[src/rtl/hit_judge_pkg.sv]
// hit_judge_pkg -- shared definitions for the rhythm-game hit judge.
//   Judge codes, per-judgement score increments, the default arrow-lane
//   count and a saturating 16-bit adder used by the score accumulator.
//   No ports; imported by hit_judge and button_edge.
package hit_judge_pkg;

  // Lane count is NUM_ARROWS_BITS+1 (L,D,U,R for the default of 3).
  localparam int NUM_ARROWS_BITS_DFLT = 3;

  typedef enum logic [1:0] {
    JUDGE_NONE    = 2'd0,
    JUDGE_PERFECT = 2'd1,
    JUDGE_GOOD    = 2'd2,
    JUDGE_MISS    = 2'd3
  } judge_e;

  typedef enum logic [1:0] {
    ST_IDLE   = 2'd0,
    ST_REST   = 2'd1,
    ST_OPEN   = 2'd2,
    ST_CLOSED = 2'd3
  } state_e;

  localparam logic [15:0] SCORE_PERFECT = 16'd3;
  localparam logic [15:0] SCORE_GOOD    = 16'd1;
  localparam logic [15:0] SCORE_MISS    = 16'd0;

  function automatic logic [15:0] sat_add16(input logic [15:0] a, input logic [15:0] b);
    logic [16:0] sum;
    sum = {1'b0, a} + {1'b0, b};
    return sum[16] ? 16'hFFFF : sum[15:0];
  endfunction

endpackage

[src/rtl/hit_judge_button_edge.sv]
// button_edge -- registered rising-edge detector for the pad buttons.
//   clk        : system clock
//   rst        : synchronous active-high reset
//   buttons    : debounced level-high buttons, one bit per lane
//   press_edge : one-cycle pulse per lane, one cycle after the level rises
module button_edge
  import hit_judge_pkg::*;
#(
  parameter int WIDTH = NUM_ARROWS_BITS_DFLT + 1
) (
  input  logic             clk,
  input  logic             rst,
  input  logic [WIDTH-1:0] buttons,
  output logic [WIDTH-1:0] press_edge
);

  logic [WIDTH-1:0] buttons_q, buttons_d;
  logic [WIDTH-1:0] edge_q, edge_d;

  always_comb begin
    buttons_d = buttons;
    edge_d    = buttons & ~buttons_q;
  end

  // The edge itself is registered so the judge sees a clean pulse; this is
  // what puts a press rising in cycle t into the judgement visible at t+2.
  always_ff @(posedge clk) begin
    if (rst) begin
      buttons_q <= '0;
      edge_q    <= '0;
    end else begin
      buttons_q <= buttons_d;
      edge_q    <= edge_d;
    end
  end

  assign press_edge = edge_q;

endmodule

[src/rtl/hit_judge.sv]
// hit_judge -- judges player presses against the arrow due on each beat.
//   clk          : system clock, all logic on posedge
//   rst          : synchronous active-high reset
//   beat         : one-cycle pulse when the arrow buffer shifts
//   target_arrow : lane mask that must be hit, sampled on beat (0 = rest)
//   buttons      : debounced level-high pad buttons
//   judge        : last judgement (NONE/PERFECT/GOOD/MISS), held
//   judge_valid  : one-cycle pulse when judge is updated
//   score        : saturating accumulated score
//   combo        : consecutive non-MISS judgements, saturating
//   max_combo    : highest combo since reset
//
// state  | meaning
// IDLE   | after reset, waiting for the first beat
// REST   | rest beat: any press is a MISS
// OPEN   | collecting presses for the target mask
// CLOSED | window judged, presses ignored until next beat
module hit_judge
  import hit_judge_pkg::*;
#(
  parameter int NUM_ARROWS_BITS = NUM_ARROWS_BITS_DFLT,
  parameter int PERFECT_CYCLES  = 5000000,
  parameter int GOOD_CYCLES     = 15000000
) (
  input  logic                     clk,
  input  logic                     rst,
  input  logic                     beat,
  input  logic [NUM_ARROWS_BITS:0] target_arrow,
  input  logic [NUM_ARROWS_BITS:0] buttons,
  output logic [1:0]               judge,
  output logic                     judge_valid,
  output logic [15:0]              score,
  output logic [7:0]               combo,
  output logic [7:0]               max_combo
);

  localparam int W = NUM_ARROWS_BITS + 1;

  logic [W-1:0] press_edge;

  button_edge #(.WIDTH(W)) u_button_edge (
    .clk        (clk),
    .rst        (rst),
    .buttons    (buttons),
    .press_edge (press_edge)
  );

  state_e       state_q, state_d;
  logic [W-1:0] tgt_q, tgt_d;
  logic [W-1:0] acc_q, acc_d;
  logic [23:0]  elapsed_q, elapsed_d;
  judge_e       judge_q, judge_d;
  logic         judge_valid_q, judge_valid_d;
  logic [15:0]  score_q, score_d;
  logic [7:0]   combo_q, combo_d;
  logic [7:0]   max_combo_q, max_combo_d;

  judge_e       verdict;
  logic [W-1:0] acc_next;
  logic [31:0]  elapsed_ext;
  judge_e       timed_grade;

  always_comb begin
    elapsed_ext = {8'd0, elapsed_q};
    if (elapsed_ext < 32'(PERFECT_CYCLES)) begin
      timed_grade = JUDGE_PERFECT;
    end else if (elapsed_ext < 32'(GOOD_CYCLES)) begin
      timed_grade = JUDGE_GOOD;
    end else begin
      timed_grade = JUDGE_MISS;
    end
  end

  // Window FSM: decides at most one verdict per cycle.
  always_comb begin
    state_d   = state_q;
    tgt_d     = tgt_q;
    acc_d     = acc_q;
    elapsed_d = elapsed_q;
    verdict   = JUDGE_NONE;
    acc_next  = acc_q | press_edge;

    if (beat) begin
      // An unfinished window is closed out as a MISS on the beat that ends it.
      // Edges arriving on a beat cycle are dropped.
      if (state_q == ST_OPEN) verdict = JUDGE_MISS;
      tgt_d     = target_arrow;
      acc_d     = '0;
      elapsed_d = '0;
      state_d   = (target_arrow != '0) ? ST_OPEN : ST_REST;
    end else begin
      if (elapsed_q != '1) elapsed_d = elapsed_q + 24'd1;
      unique case (state_q)
        ST_REST: begin
          if (press_edge != '0) begin
            verdict = JUDGE_MISS;
            state_d = ST_CLOSED;
          end
        end
        ST_OPEN: begin
          acc_d = acc_next;
          if ((acc_next & ~tgt_q) != '0) begin
            verdict = JUDGE_MISS;
            state_d = ST_CLOSED;
          end else if (acc_next == tgt_q) begin
            verdict = timed_grade;
            state_d = ST_CLOSED;
          end
        end
        default: ;
      endcase
    end
  end

  // Score / combo bookkeeping for the verdict decided this cycle.
  always_comb begin
    judge_d       = judge_q;
    judge_valid_d = 1'b0;
    score_d       = score_q;
    combo_d       = combo_q;
    max_combo_d   = max_combo_q;

    if (verdict != JUDGE_NONE) begin
      judge_d       = verdict;
      judge_valid_d = 1'b1;
      unique case (verdict)
        JUDGE_PERFECT: begin
          score_d = sat_add16(score_q, SCORE_PERFECT);
          combo_d = (combo_q == 8'hFF) ? 8'hFF : combo_q + 8'd1;
        end
        JUDGE_GOOD: begin
          score_d = sat_add16(score_q, SCORE_GOOD);
          combo_d = (combo_q == 8'hFF) ? 8'hFF : combo_q + 8'd1;
        end
        default: begin
          score_d = sat_add16(score_q, SCORE_MISS);
          combo_d = 8'd0;
        end
      endcase
      if (combo_d > max_combo_q) max_combo_d = combo_d;
    end
  end

  always_ff @(posedge clk) begin
    if (rst) begin
      state_q       <= ST_IDLE;
      tgt_q         <= '0;
      acc_q         <= '0;
      elapsed_q     <= '0;
      judge_q       <= JUDGE_NONE;
      judge_valid_q <= 1'b0;
      score_q       <= '0;
      combo_q       <= '0;
      max_combo_q   <= '0;
    end else begin
      state_q       <= state_d;
      tgt_q         <= tgt_d;
      acc_q         <= acc_d;
      elapsed_q     <= elapsed_d;
      judge_q       <= judge_d;
      judge_valid_q <= judge_valid_d;
      score_q       <= score_d;
      combo_q       <= combo_d;
      max_combo_q   <= max_combo_d;
    end
  end

  assign judge       = judge_q;
  assign judge_valid = judge_valid_q;
  assign score       = score_q;
  assign combo       = combo_q;
  assign max_combo   = max_combo_q;

endmodule

[config.mk]
export PLATFORM = sky130hd
export DESIGN_NAME = hit_judge
export DESIGN_NICKNAME = d
export VERILOG_FILES = /design/src/rtl/hit_judge_pkg.sv /design/src/rtl/hit_judge_button_edge.sv /design/src/rtl/hit_judge.sv
export SDC_FILE = /design/constraint.sdc
export NUM_CORES = 1
export LEC_CHECK = 0
export ABC_AREA = 1
export BUFFER_PORTS_ARGS = -buffer_cell sky130_fd_sc_hd__clkbuf_2
export CORE_ASPECT_RATIO = 1.4
export CORE_MARGIN = 5
export CORE_UTILIZATION = 64
export DETAILED_ROUTE_END_ITERATION = 16
export MAX_ROUTING_LAYER = met4
export PLACE_DENSITY = 0.84
export RECOVER_POWER = 100
export SLEW_MARGIN = 20
export SYNTH_ARGS = -nofsm -noshare
export SYNTH_HDL_FRONTEND = slang
export SYNTH_SLANG_ARGS = --single-unit
[constraint.sdc]
create_clock -name clk -period 5.6 [get_ports clk]
set_input_delay 0.84 -clock clk [delete_from_list [all_inputs] [get_ports clk]]
set_output_delay 0.84 -clock clk [all_outputs]
set_load 0.01 [all_outputs]
* Yosys cells after proc, flatten, opt, wreduce, memory -nomap -nowiden
Index checks and enable logic that the tools add are counted.
** Storage, ports and cells
- Bits in registers :: 77
- Logic and storage cells :: 64
- Output and inout bits :: 35
** Cells by class
- Add/subtract/negate cells :: 4
- $lt $le $gt $ge :: 3
- Equality and inequality tests :: 9
- Reductions and logical operators :: 11
- Bitwise operators :: 5
- Mux-type cells :: 21
** Operator list (number)
- 16-bit 2-to-1 mux :: 2
- 16-bit case mux with 2 select lines :: 1
- 24-bit by 1-bit adder with 24-bit output, second input constant :: 1
- 24-bit by 23-bit less-than comparator with 1-bit output, second input constant :: 1
- 24-bit less-than comparator, second input constant :: 1
- 8-bit 2-to-1 mux :: 3
- 24-bit != test, second input constant :: 1
- 2-bit 2-to-1 mux :: 11
- 16-bit by 1-bit adder with 17-bit output, second input constant :: 1
- 16-bit by 2-bit adder with 17-bit output, second input constant :: 1
- 4-bit nonzero test :: 3
- 8-bit by 1-bit adder with 8-bit output, second input constant :: 1
- 4-bit AND :: 2
- 8-bit == test, second input constant :: 1
- 8-bit greater-than comparator :: 1
- 4-bit NOT :: 2
- 2-bit case mux with 2 select lines :: 2
- 2-bit by 1-bit == test with 1-bit output, second input constant :: 2
- 2-bit == test, second input constant :: 2
- 4-bit == test :: 1
- 4-bit by 2-bit != test with 1-bit output, second input constant :: 1
- 4-bit bitwise OR :: 1
- 2-bit AND reduction :: 2
- 2-bit nonzero test :: 2
- other kinds (5) :: 7

* Longest topological paths before layout
- Depth after elaboration :: 13
- Mapped depth :: 26
- Depth with buffers taken out :: 25

* Modules after synthesis
Synthesis repeated with hierarchy kept, for this count alone.
** Unflattened totals
- Cells, all modules :: 668
- Area, all modules :: 4581.9 µm²
** By module, submodules not included
- hit_judge :: area each 4372.9 µm², cells each 647, times used 1, seq. area each 1381.3 µm²
- button_edge :: area each 209.0 µm², cells each 21, times used 1, seq. area each 160.2 µm²

* Worst setup path before layout
Ideal clock, no wire load.
- Path kind :: reg2reg
- Start :: register acc_q[2]
- End :: register max_combo_q[4] (netlist: max_combo[4])
- Path buffers :: 1
- Data arrival time :: 3.455 ns
- Stages on the path, launching flop included :: 24
- Slack :: 2.017 ns
- Period minus slack after synthesis :: 3.583 ns
- Cells stage by stage :: dfxtp_1 or2_2 ha_1 nand4_1 a21oi_1 nand2_1 nand2_1 nand2_1 nand2_1 nand2_1 ha_1 clkinv_1 clkbuf_1 nand2_1 inv_1 ha_1 a21oi_1 nor2_1 a211oi_1 o21ai_0 nand2_1 inv_1 o21ai_0 a21oi_1
** On the way
- Longest elaborated chain between the ends :: 12
- Elaborated cells on any way between the ends :: 16
- Those cells by class :: order compare: 1; eq/ne: 3; mux: 6; bitwise: 2; reduce/logical: 4
** Ends and longest elaborated chain
- start, declared :: line hit_judge.sv:50 : logic [W-1:0] acc_q, acc_d;
- start signal, assigned :: line hit_judge.sv:148 : acc_q <= '0;
- start signal, assigned :: line hit_judge.sv:158 : acc_q <= acc_d;
- 4-bit bitwise OR * :: line hit_judge.sv:81 : acc_next = acc_q | press_edge;
- net acc_next[2] :: line hit_judge.sv:59 : logic [W-1:0] acc_next;
- 4-bit == test or 4-bit AND (tied branches) :: line hit_judge.sv:105, hit_judge.sv:102
- 2-bit 2-to-1 mux or 4-bit nonzero test (tied branches) :: line hit_judge.sv:105, hit_judge.sv:102
- 2-bit 2-to-1 mux * :: line hit_judge.sv:102 : if ((acc_next & ~tgt_q) != '0) begin
- 2-bit case mux with 2 select lines * :: line hit_judge.sv:93 : unique case (state_q)
- 2-bit 2-to-1 mux * :: line hit_judge.sv:83 : if (beat) begin
- 2-bit == test or 2-bit by 1-bit == test with 1-bit output (tied branches) :: line hit_judge.sv:126 : unique case (verdict)
- 2-bit OR reduction (no line)
- 8-bit 2-to-1 mux
- 8-bit 2-to-1 mux :: line hit_judge.sv:123 : if (verdict != JUDGE_NONE) begin
- 8-bit greater-than comparator :: line hit_judge.sv:140 : if (combo_d > max_combo_q) max_combo_d = combo_d;
- 2-bit AND reduction (no line)
- end signal, assigned :: line hit_judge.sv:164 : max_combo_q <= max_combo_d;
- end, declared :: line hit_judge.sv:56 : logic [7:0] max_combo_q, max_combo_d;
Mark *: on every way through the listed nets, which the timed path passes. The rest lies on a longest branch. The select of a mux whose other input is x is not followed.
A chain may end at the register's enable or synchronous reset.

* Worst setup path in the final report
- Start :: register u_button_edge.edge_q[1] (netlist: u_button_edge.press_edge[1])
- End :: register max_combo_q[4] (netlist: max_combo[4])
** On the way
- Longest elaborated chain between the ends :: 12
- Elaborated cells on any way between the ends :: 18
- Those cells by class :: order compare: 1; eq/ne: 3; mux: 7; bitwise: 2; reduce/logical: 5
** Ends and longest elaborated chain
- start, declared :: line hit_judge_button_edge.sv:18 : logic [WIDTH-1:0] edge_q, edge_d;
- start signal, assigned :: line hit_judge_button_edge.sv:33 : edge_q <= edge_d;
- 4-bit bitwise OR * :: line hit_judge.sv:81
- net acc_next[1] :: line hit_judge.sv:59
- 4-bit == test or 4-bit AND (tied branches) :: line hit_judge.sv:105, hit_judge.sv:102
- 2-bit 2-to-1 mux or 4-bit nonzero test (tied branches) :: line hit_judge.sv:105, hit_judge.sv:102
- 2-bit 2-to-1 mux * :: line hit_judge.sv:102
- 2-bit case mux with 2 select lines * :: line hit_judge.sv:93
- 2-bit 2-to-1 mux * :: line hit_judge.sv:83
- net verdict[1] :: line hit_judge.sv:58 : judge_e verdict;
- 2-bit == test or 2-bit by 1-bit == test with 1-bit output (tied branches) :: line hit_judge.sv:126
- 2-bit OR reduction (no line)
- 8-bit 2-to-1 mux
- 8-bit 2-to-1 mux :: line hit_judge.sv:123
- 8-bit greater-than comparator :: line hit_judge.sv:140
- 2-bit AND reduction (no line)
Marked as above.

==> impl_results.md <==
- Part of the power in the clock network: 0.260
- Routed length per instance: 14.2 um
- Fraction of the core area covered by cells at the end of the flow: 0.709
- Predominant post-synthesis flop cell: dfxtp_1
- Gate power share: 0.274
- Delay of the slowest cell on the worst path: 560 ps
- RSZ-0062 raised after global routing: false
- PostCTS Resize Cnt: 0
- Longest Clk Path Bufs: 2
- Die extent in x: 81.3 um
- Total DRC errors in the routed layout: 0
- Ratio of final minimum period to clock period: 0.748
- Critical path data arrival time: 4440 ps
- Wire length of the first global-routing pass: 19700 um
- Post-route cell area: 4910 um^2
- Mapped Area: 4560 um^2
- Start-to-end type of the worst setup path: reg -> reg
- Setup-violating endpoint count in the final report: 0
- Pin count of the biggest net entering global routing: 34
- Overall die area: 8930 um^2
- Hpwl dp: 8550 um
- Post-Syn Nets: 701
- Int Pwr: 907 uW
- Number of antenna cells inserted: 0
- Number of buffers created by CTS: 9
- Minimum clock period: 4190 ps
- Area of the placeable core: 6940 um^2
- Number of warnings printed during yosys synthesis: 0
- Async SR Flop Fraction: 0
- Antenna viol nets, final: 0
- Initial antenna violation count: 0
- Actual transition at the worst max-transition pin: 1030 ps
- Post-synth EDFFs: 0
- Fraction of layout cells with a size suffix above 1: 0.0630
- CTS HTree Levels: 3
- Max-cap viol count: 0
- Number of global-route vias before repair: 4469
- Layout net count: 741
- Number of flip-flops and latches in the synthesized netlist: 77
- Status: completed
- Starting DRT DRC Count: 308
- Placement row count: 36
- Via density: 5.68
- Global route total overflow: 0
- Hold WC Path Type: reg -> reg
- Worst-path maximum fanout: 14
- TritonCTS clock tree: done
- Required time reported for the critical path endpoint: 5850 ps
- Die height: 110 um
- Total of hold buffers inserted after clock tree synthesis: 0
- Worst Skew: 7.16 ps
- I/O pin total: 46
- Vias post-DR: roughly 4600
- Startpoint of the most critical register-to-register path: u_button_edge.press_edge[1]
- Max VDD drop: around 0.0003 V
- Worst setup path startpoint: u_button_edge.press_edge[1]
- Net load switching power: 535 uW
- Initial core utilization: 0.657
- Cell Area, Placed: 4830 um^2
- Sequential-to-total area share from yosys stat: 0.338
- Area growth from synthesis to layout: 7.88%
- Clk Latency, worst-skew pair: 360 ps
- CP Buf/Inv Count: 5
- Kind of launch point of the worst setup path: flip-flop
- Port Buffers: between 40 and 50
- Worst setup EP type: flip-flop
- Slew headroom: 0.310
- Commonest non-fill, non-tap cell in the layout: inv_1
- PwrDens: just under 300 nW/um^2
- Root buffer cell: clkbuf_8
- Avg Cell Area, Syn: 6.80 um^2
- Final max-slew violation count: 0
- WL final: around 12000 um
- Placer's final routability congestion estimate: 1.05
- Cell variety after synth: 43
- Synth Instances: 670
- Global routing usage summed across all routing layers: 0.291
- Leakage power figure: 2.10 nW
- Total Negative Setup Slacks: 0 ps
- Commonest non-fill, non-tap cells in the layout: 111 x inv_1, 95 x nand2_1, 77 x dfxtp_1
- Relative contribution of sequential cells to total power: 0.467
- Number of setup buffers added after CTS: 0
- 1st-pass router iterations: 5
- Highest achievable clock rate: 0.239 GHz
- Hold Vio Cnt, Final: 0
- Cell class contributing the biggest share of worst-path delay: compound AO/OA/AOI/OAI gates
- Clock transition at path regs: around 80 ps
- Most numerous cell on the critical path: nand2_1
- Fraction of power spent switching nets: 0.371
- CTS sink count: 77
- Slowest cell on crit path: ha_1
- Launch point of the worst hold path: u_button_edge.buttons_q[2]
==> cells by family after synthesis <==
logic type               synth area share
AO/OA/AOI/OAI                       0.189
XOR/XNOR                           0.0385
adder cells (fa/ha/maj)            0.0549
buffers and inverters               0.112
flip-flops                          0.338
AND/OR/NAND/NOR                     0.268
==> power by group through the flow <==
stage,sequential [mW],combinational (mW),clock [mW]
after floorplan,0.690,0.269,0
after global placement,0.683,0.392,0
after detailed placement,0.684,0.406,0
after CTS,0.672,0.411,0.384
after global routing,0.682,0.452,0.409
final,0.673,0.394,0.374
==> cell type report <==
cell class	instances	area [um^2]
Clock buffer	10	128
Clock inverter	5	37.5
Timing Repair Buffer	46	184
Tap cell	95	119
Multi-Input combinational cell	462	2480
Fill cell	655	2020
Inverter	114	428
Sequential cell	77	1540
==> stage by stage <==
| step | power [mW] | setup slack, ps | instances | hold WS [ps] |
|---|---|---|---|---|
| finish | 1.44 | 1410 | 809 | 392 |
| detailed placement | 1.09 | 1480 | 794 | 378 |
| global route | 1.54 | 823 | 809 | 405 |
| CTS | 1.47 | 1430 | 809 | 393 |
| global placement | 1.07 | 1710 | 794 | 381 |
| floorplan | 0.959 | 2020 | 670 | 373 |
==> path summary, 6_finish.rpt <==
path | to | slack (ps) | cells past startpoint
setup / recovery | max_combo[4] | 1410 | 25
hold / removal | u_button_edge.press_edge[2] | 390 | 1
setup reg to reg | max_combo[4] | 1410 | 25
hold reg to reg | u_button_edge.press_edge[2] | 390 | 1
==> layer usage <==
metal | track usage | vias up | wire length [um]
met5 | - | - | 0
met4 | 0.153 | 0 | 478
met3 | 0.0590 | 48 | 701
met1 | 0.322 | 2071 | 4590
li1 | - | 2293 | -
met2 | 0.487 | 185 | 5730
==> registers in the layout (all words and copies together), names as in the netlist <==
register / flops
elapsed_q: 24
u_button_edge.buttons_q: 4
combo: 8
judge: 2
tgt_q: 4
u_button_edge.press_edge: 4
judge_valid: 1
state_q: 2
acc_q: 4
score: 16
max_combo: 8
==> synth_stat cells, types with 3 or more instances <==
master	number	area [um^2]
o21ai_1	6	30.0
nor2_1	75	282
nor3_1	28	140
xnor2_1	5	43.8
nor3_2	3	30.0
nor2_2	4	25.0
buf_2	4	20.0
dfxtp_1	77	1540
or2_2	6	37.5
a31oi_1	8	50.1
nand3_1	30	150
ha_1	20	250
nand2_1	94	353
a21oi_1	50	250
o22ai_1	3	18.8
clkbuf_1	10	37.5
nand2_2	4	25.0
nand3b_1	3	22.5
inv_1	111	417
o211ai_1	6	45.0
a211oi_1	5	37.5
o31ai_1	3	22.5
nand4_1	13	81.3
xor2_1	15	131
o21ai_0	66	330
Note: power is estimated with default switching activity, not from simulation.
